===== config.mk =====
export PLATFORM = sky130hd
export DESIGN_NAME = pc_target_unit
export DESIGN_NICKNAME = d
export VERILOG_FILES = /design/src/rtl/pc_target_unit.sv
export SDC_FILE = /design/constraint.sdc
export NUM_CORES = 1
export LEC_CHECK = 0
export CORE_MARGIN = 2
export CORE_UTILIZATION = 56
export CTS_CLUSTER_DIAMETER = 100
export DETAILED_ROUTE_END_ITERATION = 6
export PLACE_DENSITY = 0.91
export SKIP_CTS_REPAIR_TIMING = 1
export SYNTH_ARGS = -nofsm -noshare
export SYNTH_HDL_FRONTEND = slang
export SYNTH_SLANG_ARGS = --single-unit

===== constraint.sdc =====
create_clock -name i_clk -period 5.8 [get_ports i_clk]
set_input_delay 0.87 -clock i_clk [delete_from_list [all_inputs] [get_ports i_clk]]
set_output_delay 0.87 -clock i_clk [all_outputs]
set_load 0.01 [all_outputs]

===== src/rtl/pc_target_unit.sv =====
// ID-stage control-flow target generator: registered jump/branch targets, link address and a
// small circular return-address stack checked against the JR source register.
module pc_target_unit #(
   parameter int unsigned BITS_SIZE = 32,
   parameter int unsigned BITS_JUMP = 26,
   parameter int unsigned BITS_IMM  = 16,
   parameter int unsigned RAS_DEPTH = 4
) (
   input  logic                 i_clk,
   input  logic                 i_reset,
   input  logic                 i_valid,
   input  logic                 i_stall,
   input  logic                 i_flush,
   input  logic [2:0]           i_type,
   input  logic [BITS_SIZE-1:0] i_pc4,
   input  logic [BITS_JUMP-1:0] i_jump,
   input  logic [BITS_IMM-1:0]  i_imm,
   input  logic [BITS_SIZE-1:0] i_rs_data,
   input  logic [BITS_SIZE-1:0] i_rt_data,
   output logic [BITS_SIZE-1:0] o_target,
   output logic                 o_taken,
   output logic [BITS_SIZE-1:0] o_link,
   output logic                 o_link_we,
   output logic                 o_ras_valid,
   output logic                 o_ras_hit,
   output logic                 o_ras_empty,
   output logic                 o_ras_full
);

   localparam int unsigned PtrW = (RAS_DEPTH > 1) ? $clog2(RAS_DEPTH) : 1;
   localparam int unsigned CntW = $clog2(RAS_DEPTH) + 1;
   localparam logic [CntW-1:0] DepthCnt = CntW'(RAS_DEPTH);

   typedef enum logic [2:0] {
      OpNone = 3'd0,
      OpJ    = 3'd1,
      OpJal  = 3'd2,
      OpJr   = 3'd3,
      OpJalr = 3'd4,
      OpBeq  = 3'd5,
      OpBne  = 3'd6,
      OpRsvd = 3'd7
   } op_e;

   op_e op;
   assign op = op_e'(i_type);

   // Registered outputs and RAS bookkeeping
   logic [BITS_SIZE-1:0] target_q, target_d;
   logic [BITS_SIZE-1:0] link_q, link_d;
   logic                 taken_q, taken_d;
   logic                 link_we_q, link_we_d;
   logic                 ras_valid_q, ras_valid_d;
   logic                 ras_hit_q, ras_hit_d;
   logic [PtrW-1:0]      wr_ptr_q, wr_ptr_d;
   logic [CntW-1:0]      cnt_q, cnt_d;
   logic                 ras_push;

   logic [BITS_SIZE-1:0] ras_mem [RAS_DEPTH];

   // Target candidates
   logic [BITS_SIZE-1:0] j_target;
   logic [BITS_SIZE-1:0] br_offset;
   logic [BITS_SIZE-1:0] br_target;
   logic [BITS_SIZE-1:0] ras_top;
   logic [PtrW-1:0]      top_ptr;
   logic                 rs_eq_rt;
   logic                 ras_nonempty;

   assign j_target  = {i_pc4[BITS_SIZE-1:BITS_JUMP+2], i_jump, 2'b00};
   assign br_offset = {{(BITS_SIZE-BITS_IMM-2){i_imm[BITS_IMM-1]}}, i_imm, 2'b00};
   assign br_target = i_pc4 + br_offset;
   assign rs_eq_rt  = (i_rs_data == i_rt_data);

   // The write pointer names the next free slot, so the top of stack sits one below it.
   assign top_ptr      = wr_ptr_q - PtrW'(1);
   assign ras_top      = ras_mem[top_ptr];
   assign ras_nonempty = (cnt_q != '0);

   always_comb begin
      target_d    = target_q;
      link_d      = link_q;
      taken_d     = taken_q;
      link_we_d   = link_we_q;
      ras_valid_d = ras_valid_q;
      ras_hit_d   = ras_hit_q;
      wr_ptr_d    = wr_ptr_q;
      cnt_d       = cnt_q;
      ras_push    = 1'b0;

      if (i_flush || (!i_stall && !i_valid)) begin
         taken_d     = 1'b0;
         link_we_d   = 1'b0;
         ras_valid_d = 1'b0;
         ras_hit_d   = 1'b0;
      end else if (!i_stall) begin
         target_d    = '0;
         link_d      = i_pc4;
         taken_d     = 1'b0;
         link_we_d   = 1'b0;
         ras_valid_d = 1'b0;
         ras_hit_d   = 1'b0;

         case (op)
            OpJ: begin
               target_d = j_target;
               taken_d  = 1'b1;
            end
            OpJal: begin
               target_d  = j_target;
               taken_d   = 1'b1;
               link_we_d = 1'b1;
               ras_push  = 1'b1;
            end
            OpJr: begin
               target_d = i_rs_data;
               taken_d  = 1'b1;
               if (ras_nonempty) begin
                  ras_valid_d = 1'b1;
                  ras_hit_d   = (ras_top == i_rs_data);
                  wr_ptr_d    = top_ptr;
                  cnt_d       = cnt_q - CntW'(1);
               end
            end
            OpJalr: begin
               target_d  = i_rs_data;
               taken_d   = 1'b1;
               link_we_d = 1'b1;
               ras_push  = 1'b1;
            end
            OpBeq: begin
               target_d = br_target;
               taken_d  = rs_eq_rt;
            end
            OpBne: begin
               target_d = br_target;
               taken_d  = !rs_eq_rt;
            end
            default: ;
         endcase

         // A push when full wraps onto the oldest slot; the count simply saturates.
         if (ras_push) begin
            wr_ptr_d = wr_ptr_q + PtrW'(1);
            cnt_d    = (cnt_q == DepthCnt) ? cnt_q : cnt_q + CntW'(1);
         end
      end
   end

   always_ff @(posedge i_clk) begin
      if (i_reset) begin
         target_q    <= '0;
         link_q      <= '0;
         taken_q     <= 1'b0;
         link_we_q   <= 1'b0;
         ras_valid_q <= 1'b0;
         ras_hit_q   <= 1'b0;
         wr_ptr_q    <= '0;
         cnt_q       <= '0;
      end else begin
         target_q    <= target_d;
         link_q      <= link_d;
         taken_q     <= taken_d;
         link_we_q   <= link_we_d;
         ras_valid_q <= ras_valid_d;
         ras_hit_q   <= ras_hit_d;
         wr_ptr_q    <= wr_ptr_d;
         cnt_q       <= cnt_d;
      end
   end

   // Entries need no reset: a pop requires a nonzero count, which only pushes after reset raise.
   always_ff @(posedge i_clk) begin
      if (!i_reset && ras_push) begin
         ras_mem[wr_ptr_q] <= i_pc4;
      end
   end

   assign o_target    = target_q;
   assign o_taken     = taken_q;
   assign o_link      = link_q;
   assign o_link_we   = link_we_q;
   assign o_ras_valid = ras_valid_q;
   assign o_ras_hit   = ras_hit_q;
   assign o_ras_empty = (cnt_q == '0);
   assign o_ras_full  = (cnt_q == DepthCnt);

endmodule


After elaboration in Yosys (flattened, before gate mapping)
Memory sizes are Yosys's and may differ from the RTL's.
Index checks and enable logic that the tools add are counted.
{"block": "classes", "bitwise_logic": 2, "n_mux": 20, "eq_ne": 10, "reduce_logical": 20, "addsub": 5}
{"operator": "32-bit one-hot mux with 3 select lines", "count": 1}
{"operator": "32-bit equality test", "count": 2}
{"operator": "32-bit adder", "count": 1}
{"operator": "3-bit equality test (second input constant)", "count": 4}
{"operator": "3-bit 2-to-1 mux", "count": 4}
{"operator": "1-bit 2-to-1 mux", "count": 11}
{"operator": "2-bit OR reduction", "count": 5}
{"operator": "3-bit by 2-bit equality test with 1-bit output (second input constant)", "count": 2}
{"operator": "2-bit 2-to-1 mux", "count": 3}
{"operator": "5-bit AND reduction", "count": 1}
{"operator": "1-bit logical NOT", "count": 4}
{"operator": "4-bit AND reduction", "count": 1}
{"operator": "2-bit nonzero test", "count": 2}
{"operator": "4-bit OR reduction", "count": 1}
{"operator": "3-bit by 1-bit adder with 3-bit output (second input constant)", "count": 1}
{"operator": "3-bit by 1-bit equality test with 1-bit output (second input constant)", "count": 1}
{"operator": "3-bit logical NOT", "count": 1}
{"operator": "1-bit one-hot mux with 3 select lines", "count": 1}
{"operator": "3-bit nonzero test", "count": 1}
{"operator": "3-bit by 1-bit subtractor with 3-bit output (second input constant)", "count": 1}
{"operator": "2-bit by 1-bit adder with 2-bit output (second input constant)", "count": 1}
{"operator": "1-bit logical AND", "count": 2}
{"operator": "2-bit != test (second input constant)", "count": 1}
{"operator": "1-bit inverter", "count": 2}
{"operator": "other kinds (3)", "count": 3}
{"block": "totals", "output_inout_bits": 70, "register_bits": 73, "memories": 1, "elab_cells": 66, "in_bits": 146, "mem_bits_rw": 128}
{"memory": "ras_mem", "words": 4, "width": 32, "read_ports": 1, "rd_ports_with_merged_regs": 0, "wr": 1, "line": "59", "text": "logic [BITS_SIZE-1:0] ras_mem [RAS_DEPTH];"}

Longest topological paths before layout
{"block": "logic_depth", "word_depth": 10, "ltp_mapped": 15, "depth_no_buf": 9}

Least setup slack after synthesis
No wires, ideal clock.
{"block": "synth_timing", "kind": "register -> register", "startpoint": "register wr_ptr_q[0]", "endpoint": "register ras_hit_q (netlist: o_ras_hit)", "slack_ns": 2.801, "path_buffers": 6, "period_less_slack_ns": 2.999, "t_arrival_ns": 2.940, "path_stages_with_launch": 15, "required_time_ns": 5.741, "setup_ns": 0.059, "path_cell_list": "dfxtp_1 buf_6 buf_12 buf_12 clkinv_1 ha_1 buf_2 buf_4 buf_4 mux2i_1 o21ai_0 a2111oi_1 nand3_1 nor4_1 a31o_1"}
{"block": "synth_via", "elab_chain_len": 5}
{"item": "start, declared", "line": "55", "text": "logic [PtrW-1:0] wr_ptr_q, wr_ptr_d;"}
{"item": "start signal, assigned", "line": "167", "text": "wr_ptr_q <= wr_ptr_d;"}
{"item": "2-bit by 1-bit subtractor with 2-bit output", "line": "76", "text": "assign top_ptr = wr_ptr_q - PtrW'(1);"}
{"item": "memory read 4 x 32 bit"}
{"item": "32-bit equality test", "line": "120", "text": "ras_hit_d = (ras_top == i_rs_data);"}
{"item": "1-bit 2-to-1 mux", "line": "118", "text": "if (ras_nonempty) begin"}
{"item": "1-bit 2-to-1 mux", "line": "104", "text": "case (op)"}
{"item": "end signal, assigned", "line": "166", "text": "ras_hit_q <= ras_hit_d;"}
{"item": "end, declared", "line": "54", "text": "logic ras_hit_q, ras_hit_d;"}
No other way between the ends.
A chain may end at the register's enable or synchronous reset.

Worst setup path in the final report
{"block": "layout_timing", "startpoint": "input port i_pc4[2]", "endpoint": "register target_q[30] (netlist: o_target[30])"}
{"block": "layout_via", "elab_chain_len": 2}
{"item": "start, declared", "line": "15", "text": "input logic [BITS_SIZE-1:0] i_pc4,"}
{"item": "32-bit adder", "line": "72", "text": "assign br_target = i_pc4 + br_offset;"}
{"item": "32-bit one-hot mux with 3 select lines", "line": "104"}
{"item": "end signal, assigned", "line": "161", "text": "target_q <= target_d;"}
{"item": "end, declared", "line": "49", "text": "logic [BITS_SIZE-1:0] target_q, target_d;"}
No other way between the ends.

==> results.json <==
{
  "die_h_microns": 142,
  "crit_end": "o_target[30]$_SDFFE_PP0P_",
  "dp_hpwl_microns": 25400,
  "clk_latency_ps": 520,
  "coreArea_sq_mm": 0.0186,
  "status": "completed",
  "final_cell_mix": "clkdlybuf4s50_1, edfxtp_1, nand2_1, a21oi_1, dfxtp_1",
  "clock_sinks": 201,
  "r2r_slack_ps": 2140,
  "cts-buffers-inserted": 21,
  "ys.flop_type": "edfxtp_1",
  "setup_slack_ps": 2080,
  "htree_levels": 1,
  "grt.overflow.total": 0,
  "reg2reg_from": "wr_ptr_q[0]$_SDFFE_PP0P_",
  "syn_nets": 1164,
  "critPathArrivalTime_ps": 4150,
  "worst_setup_hold_path_clk_slew_ps": 60,
  "drt-initial-drc-count": 1119,
  "ys_ff_latch": 201,
  "worstPathRequired_ps": 6230,
  "cts_buffer_depth": 3,
  "area_delta_synth_final_pct": 28.6,
  "stdcell_area_sq_mm": 0.0136,
  "dieArea_sq_mm": 0.0200,
  "cpPeakStageDelay_ps": 530,
  "vias_per_cell": 6.44,
  "via_count": 9228,
  "max_cap_viol_count": 0,
  "avgSynthCellArea_sq_um": 10.8,
  "syn_area_sq_mm": 0.0106,
  "start_kind": "input pin",
  "final_max_slew_viol_count": 0,
  "grt_pass1_wl_microns": 52100,
  "async_reset_ff_share_pct": 0,
  "synth_warnings": 0,
  "setup_viol": 0,
  "tritoncts": "done",
  "rows": 50,
  "worstMarginPinSlew_ps": 1270,
  "r2r-end": "o_ras_hit$_SDFFE_PP0N_",
  "ir_worst_vdd_uv": 254,
  "fmax_mhz": 269,
  "num_antenna_cells": 0,
  "drt-pass1-iter-count": 5,
  "leakage_uw": 0.00465,
  "power_density_mw_per_mm2": 262,
  "synth_edf_count": 128,
  "n_fill_cell": 1280,
  "crit_path_frequent_cell": "a211oi_1",
  "nets": 1364,
  "drc": 0,
  "relSlewSlack_pct": 14.9,
  "port-buffer-count": 215,
  "clock-root-buffer": "clkbuf_16",
  "rsz0062_at_grt": "false",
  "crit_path_start": "i_pc4[2]",
  "clock_skew_ps": 13.2,
  "fin_setup_tns_ps": 0,
  "track_usage_pct": 34.5,
  "syn_inst": 983,
  "initial_utilization_pct": 56.8,
  "preCtsSetupSlack_ps": 1660,
  "slowest_stage": "clkdlybuf4s50_1",
  "drive_gt1_share_pct": 6.01,
  "grt_pass1_vias": 8921,
  "hold_path_class": "reg2reg",
  "crit_type": "in2reg",
  "gp_congestion": 0.965,
  "dpl_cell_area_sq_mm": 0.0129,
  "multi_input_area_sq_mm": 0.00499,
  "ant_nets": 0,
  "grt_antenna_before_repair": 0,
  "grt_max_degree": 47,
  "final_common_cell": "clkdlybuf4s50_1",
  "drt-total-wl_microns": 35500,
  "rr_worst_depth": 9,
  "io_pins": 216,
  "crit_chain": "clkdlybuf4s50_1, ha_1, fa_1, a211oi_1, o21a_1, a211oi_1, o21ai_0, a211oi_1, or3_1, a31oi_1",
  "synth.lib_cells_used.distinct": 66,
  "layout_min_cycle_time_ps": 3720,
  "synth_seq_area_share_pct": 50.1,
  "fin_crit_sh_pct": 64.1,
  "wl_per_cell_microns": 24.8,
  "p_total_uw": 3570,
  "hold_viol_final": 0,
  "critPathMaxFanout": 6,
  "end_kind": "flop",
  "register_area_sq_mm": 0.00531,
  "die_w_microns": 142
}
## synthesized netlist by cell type, types with 19 or more instances
library cell / n / area, sq um
a21oi_1: 98 / 490
mux2i_1: 31 / 310
a22oi_1: 26 / 195
nand3_1: 21 / 105
nor3_1: 19 / 95.1
nand2_1: 109 / 409
o21ai_0: 35 / 175
nor2_1: 69 / 259
edfxtp_1: 128 / 3840
ha_1: 33 / 413
xor2_1: 29 / 254
clkbuf_1: 30 / 113
xnor2_1: 57 / 499
dfxtp_1: 73 / 1460
## worst max-delay path, delay by kind of cell
family	cells	cell delay, ps
AOI/OAI and AO/OA	6	1620
adders and majority gates	2	740
buffers and inverters	1	530
and+or+nand+nor	1	400
## power breakdown
group / switching [uW] / total, uW / leakage (uW) / internal, uW
sequential: 10.8 / 1550 / 0.00174 / 1540
combinational: 337 / 600 / 0.00256 / 263
clock: 590 / 1420 / 0.000354 / 830
## state kept, by name (all words and copies together), names as in the netlist
register and cells:
cnt_q 3, o_ras_valid 1, ras_mem 128, wr_ptr_q 2, o_taken 1, o_link_we 1
o_target 32, o_ras_hit 1, o_link 32
## metal layers
layer	GRT usage (%)	share of wire (%)	routed length (microns)	vias to the layer above
li1	-	-	-	4098
met5	0	0	0	-
met4	18.9	6.2	2210	0
met3	7.26	11	3770	157
met1	43.6	37	13200	4381
met2	56.0	46	16300	592
## worst min-delay path by stage
| stage | cells after the start | from | endpoint |
|---|---|---|---|
| 5_1_grt | 2 | o_link[28]$_SDFFE_PP0P_ | o_link[28]$_SDFFE_PP0P_ |
| 3_5_place_dp | 2 | o_link[9]$_SDFFE_PP0P_ | o_link[9]$_SDFFE_PP0P_ |
| 2_1_floorplan | 2 | cnt_q[2]$_SDFFE_PP0P_ | cnt_q[2]$_SDFFE_PP0P_ |
| 6_report | 2 | o_link[25]$_SDFFE_PP0P_ | o_link[25]$_SDFFE_PP0P_ |
| 3_3_place_gp | 2 | o_target[5]$_SDFFE_PP0P_ | o_target[5]$_SDFFE_PP0P_ |
| 4_1_cts | 2 | o_target[5]$_SDFFE_PP0P_ | o_target[5]$_SDFFE_PP0P_ |
## final cells by class
cell class              instances  share of cell area, %
repair buffers                226                   16.4
clock buffers                  25                   4.35
inverters                      18                  0.496
flip-flops and latches        201                   39.0
clock inverters                13                   1.04
multi-input cells             715                   36.6
well taps                     234                   2.15
## per-stage QoR
stage          hold WS (ps)  util, %  std cells
4_1_cts                 455     73.1       1432
2_1_floorplan           466        -        983
3_3_place_gp            439     69.1       1394
6_report                453     73.1       1432
5_1_grt                 470     73.1       1432
3_5_place_dp            448     69.1       1394
## logic make-up after synthesis
kind of cell / count (synthesis) / share of synthesized area, %
simple gates: 280 / 12.0
compound gates: 260 / 15.7
flops: 201 / 50.1
xor+xnor: 86 / 7.11
buf+inv: 67 / 2.92
mux: 54 / 7.86
fa+ha+maj: 35 / 4.28
(Power assumes the default switching activity.)
